===== src/rtl/mem_sequencer_pkg.sv =====
// Shared CPU memory-interface definitions: access size codes, sequencer
// state encodings and small helpers reused by the bus decoder.
package mem_sequencer_pkg;

    // Access width encodings carried on the CPU size bus
    localparam logic [1:0] SIZE_8  = 2'b00;
    localparam logic [1:0] SIZE_16 = 2'b01;
    localparam logic [1:0] SIZE_32 = 2'b10;

    // Sequencer state encodings
    localparam logic [2:0] ST_IDLE       = 3'd0;
    localparam logic [2:0] ST_WRITE      = 3'd1;
    localparam logic [2:0] ST_READ       = 3'd2;
    localparam logic [2:0] ST_READ_FLUSH = 3'd3;
    localparam logic [2:0] ST_DONE       = 3'd4;

    // Index of the last byte touched by an access of the given size
    function automatic logic [1:0] last_byte(input logic [1:0] size);
        case (size)
            SIZE_8:           return 2'd0;
            SIZE_16:          return 2'd1;
            SIZE_32, 2'b11:   return 2'd3;
            default:          return 2'd3;
        endcase
    endfunction

    // Keeps bytes 0..last of an assembled read word, zeroes the rest
    function automatic logic [31:0] byte_mask(input logic [1:0] last);
        case (last)
            2'd0:    return 32'h0000_00FF;
            2'd1:    return 32'h0000_FFFF;
            default: return '1;
        endcase
    endfunction

endpackage


===== src/rtl/mem_sequencer.sv =====
// Splits a 32-bit CPU access into 1, 2 or 4 sequential byte accesses on an
// 8-bit synchronous RAM. All RAM-side outputs come straight from registers.
module mem_sequencer
    import mem_sequencer_pkg::*;
#(
    parameter int unsigned ADDR_WIDTH = 12
) (
    input  logic                  clk,
    input  logic                  reset,
    input  logic                  start,
    input  logic [ADDR_WIDTH-1:0] address,
    input  logic [1:0]            size,
    input  logic                  write_enable,
    input  logic [31:0]           data_in,
    output logic [31:0]           data_out,
    output logic                  busy,
    output logic                  done,
    output logic [ADDR_WIDTH-1:0] ram_address,
    output logic [7:0]            ram_data_in,
    input  logic [7:0]            ram_data_out,
    output logic                  ram_write_enable
);

    logic [2:0]            state_q, state_d;
    logic [1:0]            cnt_q, cnt_d;
    logic [1:0]            last_q, last_d;
    logic [31:0]           wdata_q, wdata_d;
    logic [31:0]           rbuf_q, rbuf_d;
    logic [31:0]           data_out_q, data_out_d;
    logic [ADDR_WIDTH-1:0] ram_addr_q, ram_addr_d;
    logic [7:0]            ram_wdata_q, ram_wdata_d;
    logic                  ram_we_q, ram_we_d;

    logic [1:0]            cnt_inc;
    logic [1:0]            cnt_dec;
    logic [31:0]           rd_word;

    assign cnt_inc = cnt_q + 2'd1;
    assign cnt_dec = cnt_q - 2'd1;

    // Next-state and datapath: the RAM returns a byte one edge after its
    // address, so capture in READ lags the issued address by one count and
    // READ_FLUSH picks up the final byte after the last address.
    always_comb begin
        state_d     = state_q;
        cnt_d       = cnt_q;
        last_d      = last_q;
        wdata_d     = wdata_q;
        rbuf_d      = rbuf_q;
        data_out_d  = data_out_q;
        ram_addr_d  = ram_addr_q;
        ram_wdata_d = ram_wdata_q;
        ram_we_d    = ram_we_q;
        rd_word     = rbuf_q;
        rd_word[{last_q, 3'b000} +: 8] = ram_data_out;

        case (state_q)
            ST_IDLE: begin
                if (start) begin
                    ram_addr_d  = address;
                    ram_we_d    = write_enable;
                    ram_wdata_d = data_in[7:0];
                    wdata_d     = data_in;
                    last_d      = last_byte(size);
                    cnt_d       = '0;
                    state_d     = write_enable ? ST_WRITE : ST_READ;
                end
            end
            ST_WRITE: begin
                if (cnt_q == last_q) begin
                    ram_we_d = 1'b0;
                    state_d  = ST_DONE;
                end else begin
                    cnt_d       = cnt_inc;
                    ram_addr_d  = ram_addr_q + ADDR_WIDTH'(1);
                    ram_wdata_d = wdata_q[{cnt_inc, 3'b000} +: 8];
                end
            end
            ST_READ: begin
                if (cnt_q != 2'd0) begin
                    rbuf_d[{cnt_dec, 3'b000} +: 8] = ram_data_out;
                end
                if (cnt_q == last_q) begin
                    state_d = ST_READ_FLUSH;
                end else begin
                    cnt_d      = cnt_inc;
                    ram_addr_d = ram_addr_q + ADDR_WIDTH'(1);
                end
            end
            ST_READ_FLUSH: begin
                rbuf_d     = rd_word;
                data_out_d = rd_word & byte_mask(last_q);
                state_d    = ST_DONE;
            end
            ST_DONE: begin
                state_d = ST_IDLE;
            end
            default: begin
                state_d  = ST_IDLE;
                ram_we_d = 1'b0;
            end
        endcase
    end

    // State and datapath registers, cleared asynchronously by reset
    always_ff @(posedge clk or negedge reset) begin
        if (!reset) begin
            state_q     <= ST_IDLE;
            cnt_q       <= '0;
            last_q      <= '0;
            wdata_q     <= '0;
            rbuf_q      <= '0;
            data_out_q  <= '0;
            ram_addr_q  <= '0;
            ram_wdata_q <= '0;
            ram_we_q    <= 1'b0;
        end else begin
            state_q     <= state_d;
            cnt_q       <= cnt_d;
            last_q      <= last_d;
            wdata_q     <= wdata_d;
            rbuf_q      <= rbuf_d;
            data_out_q  <= data_out_d;
            ram_addr_q  <= ram_addr_d;
            ram_wdata_q <= ram_wdata_d;
            ram_we_q    <= ram_we_d;
        end
    end

    assign data_out         = data_out_q;
    assign busy             = (state_q != ST_IDLE);
    assign done             = (state_q == ST_DONE);
    assign ram_address      = ram_addr_q;
    assign ram_data_in      = ram_wdata_q;
    assign ram_write_enable = ram_we_q;

endmodule


===== config.mk =====
export PLATFORM = sky130hd
export DESIGN_NAME = mem_sequencer
export DESIGN_NICKNAME = d
export VERILOG_FILES = /design/src/rtl/mem_sequencer_pkg.sv /design/src/rtl/mem_sequencer.sv
export SDC_FILE = /design/constraint.sdc
export NUM_CORES = 1
export LEC_CHECK = 0
export CAP_MARGIN = 20
export CORE_MARGIN = 2
export CORE_UTILIZATION = 53
export CTS_BUF_LIST = sky130_fd_sc_hd__clkbuf_16
export DETAILED_ROUTE_END_ITERATION = 7
export GPL_ROUTABILITY_DRIVEN = 0
export HOLD_SLACK_MARGIN = 0.02
export PLACE_DENSITY = 0.8
export RECOVER_POWER = 100
export SYNTH_ARGS = -nofsm -noshare
export SYNTH_HDL_FRONTEND = slang
export SYNTH_SLANG_ARGS = --single-unit
export TNS_END_PERCENT = 1

===== constraint.sdc =====
create_clock -name clk -period 3 [get_ports clk]
set_input_delay 0.3 -clock clk [delete_from_list [all_inputs] [get_ports clk]]
set_output_delay 0.3 -clock clk [all_outputs]
set_load 0.02 [all_outputs]

* Yosys cells after proc, flatten, opt, wreduce, memory -nomap -nowiden
Cells that the tools add are included.
** Cells by class
- Add/sub/neg operators :: 5
- Equal/unequal tests :: 15
- Shifts and indexed selects :: 5
- Multiplexer cells :: 24
- Bitwise logic cells :: 2
- Reduce and logical (&&, ||, !) cells :: 17
** Operators by type and width (count)
- $pmux 32 s2 :: 2
- $bwmux 32 :: 2
- $mux 32 :: 2
- $shift 8x7->32 const A :: 2
- $shiftx 8x7->32 :: 2
- $and 32x32->32 :: 1
- $shiftx 32x6->8 :: 1
- $mux 12 :: 2
- $pmux 12 s2 :: 1
- $mux 8 :: 2
- $pmux 8 s2 :: 1
- $neg 5->7 :: 2
- $add 12x1->12 const B :: 1
- $ne 2x2->1 const B :: 6
- $pmux 3 s4 :: 1
- $reduce_and 3->1 :: 4
- $mux 3 :: 3
- $reduce_bool 2->1 :: 4
- $eq 3x2->1 const B :: 2
- $mux 2 :: 3
- $pmux 2 s3 :: 1
- $eq 2x1->1 const B :: 2
- $eq 2x2->1 const B :: 2
- $logic_not 2->1 :: 2
- other kinds (14) :: 17
** Word-level totals
- Register bits after elaboration :: 124
- Logic and storage cells :: 77

* Longest topological paths before layout
- Word-level depth :: 6
- Depth in mapped cells :: 9
- Depth with buffers taken out :: 6

* Worst setup path after synthesis
Ideal clock, no wire load.
- Kind :: register to register
- Start :: register cnt_q[0]
- End :: register ram_wdata_q[0], in the netlist ram_data_in[0]
- Library setup time :: 0.125 ns
- Arrival time :: 2.414 ns
- Slack :: 0.462 ns
- Cell stages (with the launch flop) :: 9
- Buffers on the path :: 3
- Period minus slack after synthesis :: 2.538 ns
- Path through :: dfrtp_1 > buf_4 > buf_2 > inv_1 > ha_1 > buf_1 > mux4_2 > mux2_2 > mux2_2
** Between the ends
- Longest elaborated chain between the ends :: 4
- Elaborated cells on any way between the ends :: 7
** Ends and longest elaborated chain
- start, declared :: RTL line mem_sequencer.sv:25 : logic [1:0] cnt_q, cnt_d;
- start signal, assigned :: RTL line mem_sequencer.sv:119 : cnt_q <= cnt_d;
- $add 2x1->2 :: RTL line mem_sequencer.sv:38 : assign cnt_inc = cnt_q + 2'd1;
- $shiftx 32x6->8 :: RTL line mem_sequencer.sv:76 : ram_wdata_d = wdata_q[{cnt_inc, 3'b000} +: 8];
- $mux 8 :: RTL line mem_sequencer.sv:70 : if (cnt_q == last_q) begin
- $pmux 8 s2 :: RTL line mem_sequencer.sv:57 : case (state_q)
- end signal, assigned :: RTL line mem_sequencer.sv:125 : ram_wdata_q <= ram_wdata_d;
- end, declared :: RTL line mem_sequencer.sv:31 : logic [7:0] ram_wdata_q, ram_wdata_d;
Parallel ways exist; a longest one is shown, timed or not. The select of a mux whose other input is x is not followed.
A chain may end at the register's enable or synchronous reset.

* Final worst setup path
- Start :: register state_q[2]
- End :: register wdata_q[14]
** Between the ends
- Longest elaborated chain between the ends :: 2
** Ends and longest elaborated chain
- start, declared :: RTL line mem_sequencer.sv:24 : logic [2:0] state_q, state_d;
- start signal, assigned :: RTL line mem_sequencer.sv:118 : state_q <= state_d;
- $logic_not 3->1 :: RTL line mem_sequencer.sv:57
- $reduce_and 2->1 (no line)
- end signal, assigned :: RTL line mem_sequencer.sv:121 : wdata_q <= wdata_d;
- end, declared :: RTL line mem_sequencer.sv:27 : logic [31:0] wdata_q, wdata_d;
Every way passes these cells.

==> out/results.md <==
| Step | Item | Reported |
| --- | --- | --- |
| critical path | Crit path arrival time | 3.01 ns |
| sta | Crit path setup slack, layout | 0.2787 ns |
| floorplan | Top-Level Pins | 113 |
| cts | Clock tree from TritonCTS | done |
| synthesis | Asr flop ratio synth | 100.0% |
| synthesis | Count of different cell masters after synthesis | 56 |
| synthesis | Synthesized-area fraction occupied by adder cells | 2.542% |
| synthesis | Main combinational cell family by area after synthesis | compound AO/OA/AOI/OAI gates |
| cts | Clock slew at reported path FFs | 0.05 ns |
| floorplan | Die span in y | 113.9 um |
| synthesis | Xor-xnor portion of the synthesized cell area | 0.5279% |
| sta | Transition time at the pin with the least slew margin | 1.543 ns |
| synthesis | Mapped Area | 6400 um2 |
| finish | Multi-input combinational cell area | 3038 um2 |
| floorplan | Rows | 40 |
| pwr | Power density relative to cell area | 1199 nW/um2 |
| critical path | Crit Path Max Fanout | 32 |
| critical path | Crit path max-delay family | buffers and inverters |
| finish | Final-layout fill cell count | 888 |
| sta | Total of endpoints with negative setup slack in the final report | 0 |
| finish | Core utilization of the finished layout | 68.99% |
| finish | Seq. cell area | 3103 um2 |
| global route | First-pass GRT wire length | 25,660 um |
| sta | Max-slew violation count | 63 |
| cts | Number of buffers created by CTS | 17 |
| finish | P&R area growth vs syn | 28.41% |
| synthesis | Proportion of netlist area held by the largest area contributor | 48.48% |
| critical path | Required time of the worst setup path | 3.29 ns |
| finish | Final net count | 775 |
| critical path | Crit path buffers/inverters | 2 |
| global route | Largest net degree at the start of global routing | 64 |
| routing | First-iteration detailed-routing DRC count | 395 |
| critical path | Cell with the largest stage delay on the worst path | sky130_fd_sc_hd__clkbuf_2 |
| cts | Hold Buf Count CTS | 1 |
| critical path | Worst-path cell chain | buf_4 > nand2b_1 > nor3_1 > clkbuf_2 > mux2_2 |
| synthesis | Post-synthesis net count | 678 |
| sta | Unrepaired setup endpoints after global routing | false |
| floorplan | Die outline area | 12,970 um2 |
| routing | Via-per-instance ratio | 5.997 |
| synthesis | Cell types with the largest area share after synthesis | sky130_fd_sc_hd__dfrtp_1, sky130_fd_sc_hd__mux2_2, sky130_fd_sc_hd__nand2_1, sky130_fd_sc_hd__a2bb2oi_1, sky130_fd_sc_hd__o21ai_0 |
| finish | Share of post-route cells with drive strength above 1 | 13.95% |
| cts | Clk_lat worst skew | 0.41 ns |
| flow run | Max cap viols | 1 |
| cts | TritonCTS Sinks | 124 |
| critical path | Type of destination of the critical path | flop |
| global route | Antenna violations before repair | 0 |
| critical path | Reg2reg start | state_q[2]$_DFFE_PN0P_ |
| sta | Max-Slew Margin vs Limit | -2.880% |
| cts | Root Driver | sky130_fd_sc_hd__clkbuf_16 |
| synthesis | Count of yosys warnings during synthesis | 0 |
| critical path | Kind of critical path | flop to flop |
| routing | Detailed-router iteration count before antenna repair | 5 |
| synthesis | Flip-flop and latch count after synthesis | 124 |
| critical path | Max incr delay on CP | 0.71 ns |
| hold path | Hold wc startpoint | data_out[11]$_DFFE_PN0P_ |
| hold path | HP Class | flop to flop |
| sta | Post-route fraction of the period consumed by the critical path | 90.71% |
| sta | Crit path time final | 2.721 ns |
| critical path | Flop2flop setup slack | 0.28 ns |
| synthesis | Sequential cell area fraction in the yosys report | 48.48% |
| finish | Diode insertion count for antenna repair | 0 |
| synthesis | Top cells by count, synth | sky130_fd_sc_hd__dfrtp_1, sky130_fd_sc_hd__nand2_1, sky130_fd_sc_hd__mux2_2 |
| sta | Final Hold Viols | 0 |
| hold path | Hold Path Depth | 2 |
| place | HPWL after detailed placement | 10,550 um |
| pwr | Leak pwr | 3.431 nW |
| global route | Vias in the first global route | 5,085 |
| hold path | Worst Hold Path EP | data_out[11]$_DFFE_PN0P_ |
| sta | Sum of negative setup slack | 0 ns |
| pwr | Worst ir drop on vdd | 759.3 uV |
| synthesis | Most frequent cell after synthesis | sky130_fd_sc_hd__dfrtp_1 |
| floorplan | Initial Utilization | 53.73% |
| critical path | Worst flop-to-flop path endpoint | wdata_q[14]$_DFFE_PN0P_ |
| sta | Clock Skew | 0.007802 ns |
| status | Outcome | finished with violations |
| synthesis | Portion of netlist area occupied by mux cells | 12.08% |
| critical path | Worst reg-to-reg path cell count | 5 |
| routing | Average wire per standard cell | 18.02 um |
| floorplan | Placeable core region | 11,910 um2 |
| global route | GRT Residual Overflow | 0 |
| routing | Final ANT Viol Nets | 0 |
| cts | Cts repair resizes | 0 |
| synthesis | Basic-gate share of the synthesized area counting and, or, nand and nor cells | 13.96% |
| critical path | Kind of start point of the critical path | flop |
| floorplan | Die Span X | 113.9 um |
| cts | CTS HTree Levels | 4 |
| synthesis | Cell taking the most area after synthesis | sky130_fd_sc_hd__dfrtp_1 |
| routing | Detailed Route WL | 15,570 um |
| synthesis | Top FF cell, synth | sky130_fd_sc_hd__dfrtp_1 |
| sta | Highest clock frequency the design can meet | 367.5 MHz |
| synthesis | Avg Cell Area, Syn | 10.54 um2 |
| cts | Maximum clock insertion buffer count | 2 |
| global route | Total routing resource utilization after global routing | 25.06% |
| place | Count of buffers from port buffering | 112 |
| cts | Buffers inserted by post-CTS timing repair | 0 |
| routing | Detailed-route via count | 5,181 |
| routing | DR DRC count | 0 |
| synthesis | Fraction of the mapped netlist area in compound gates | 18.55% |
| synthesis | Cells after Synth | 607 |
| status | Violations in the final reports | capacitance limit, slew limit |
| place | Worst slack after detailed placement | 0.3827 ns |
| synthesis | Number of enable flip-flop cells after synthesis | 0 |
[worst min-delay path: stages (launching register included)]
cell and delay (ns):
sky130_fd_sc_hd__dfrtp_1 0.33, sky130_fd_sc_hd__nand2_1 0.05, sky130_fd_sc_hd__o31ai_1 0.05
[cell families (layout without fill, tap and decap cells)]
family | after synthesis | in the layout
xor+xnor | 3 | 3
compound gates | 175 | 175
flops | 124 | 124
simple gates | 172 | 172
fa+ha+maj | 13 | 13
mux | 61 | 61
buf+inv | 59 | 169
[metrics by stage]
stage	total power (W)	cells	cell area [um2]	hold WS [ns]
2_1_floorplan	0.006252	607	6400	0.004409
3_3_place_gp	0.007599	831	7621	0.4220
3_5_place_dp	0.007826	831	7621	0.4289
4_1_cts	0.01006	864	8260	0.4688
5_1_grt	0.01047	864	8218	0.4879
6_report	0.009853	864	8218	0.4693
[report_power, final]
| part | switching (W) | internal (W) | leakage (nW) |
|---|---|---|---|
| Clock | 0.000734 | 0.00146 | 0.306 |
| Combinational | 0.00251 | 0.00215 | 1.58 |
| Sequential | 0.000521 | 0.00248 | 1.55 |
[how the worst max path moves through the flow]
stage                                 startpoint                         end  slack, ns  cells past startpoint
final                     state_q[2]$_DFFE_PN0P_     wdata_q[14]$_DFFE_PN0P_       0.28                      5
after global routing      state_q[2]$_DFFE_PN0P_     wdata_q[21]$_DFFE_PN0P_       0.15                      5
after CTS                   cnt_q[0]$_DFFE_PN0P_      rbuf_q[13]$_DFFE_PN0P_       0.39                      6
after detailed placement    cnt_q[0]$_DFFE_PN0P_      rbuf_q[12]$_DFFE_PN0P_       0.38                      6
after global placement      cnt_q[0]$_DFFE_PN0P_      rbuf_q[12]$_DFFE_PN0P_       0.52                      6
after floorplan             cnt_q[0]$_DFFE_PN0P_  ram_data_in[0]$_DFFE_PN0P_       0.46                      8
[final cells by class]
cell class,count,area share [%]
Inverter,9,0.4111
Sequential cell,124,37.76
Tap cell,147,2.238
Clock buffer,17,5.177
Timing Repair Buffer,128,14.97
Multi-Input combinational cell,424,36.97
Clock inverter,15,2.482
[registers in the layout (all words and copies together) (netlist names)]
| register | cells |
|---|---|
| ram_data_in | 8 |
| cnt_q | 2 |
| wdata_q | 32 |
| state_q | 3 |
| rbuf_q | 32 |
| data_out | 32 |
| ram_address | 12 |
| last_q | 2 |
| ram_write_enable | 1 |
[per-layer routing]
metal  share of wire [%]  global-route usage [%]  wire length, um
met3                 6.0                   6.323              941
met2                  49                   40.80             7651
met5                   0                       0                0
met4                 1.1                   7.154              164
met1                  44                   33.63             6810
[layout by cell type (no fill, tap or decap), drive strengths merged, types with 24 or more instances in the layout]
cell and count:
dfrtp 124, nand2 71, dlygate4sd3 56, clkdlybuf4s50 56, mux2 50, o21ai 46
nor2b 33, a21oi 30, a2bb2oi 26, clkbuf 24
Note: power is estimated with default switching activity, not from simulation.
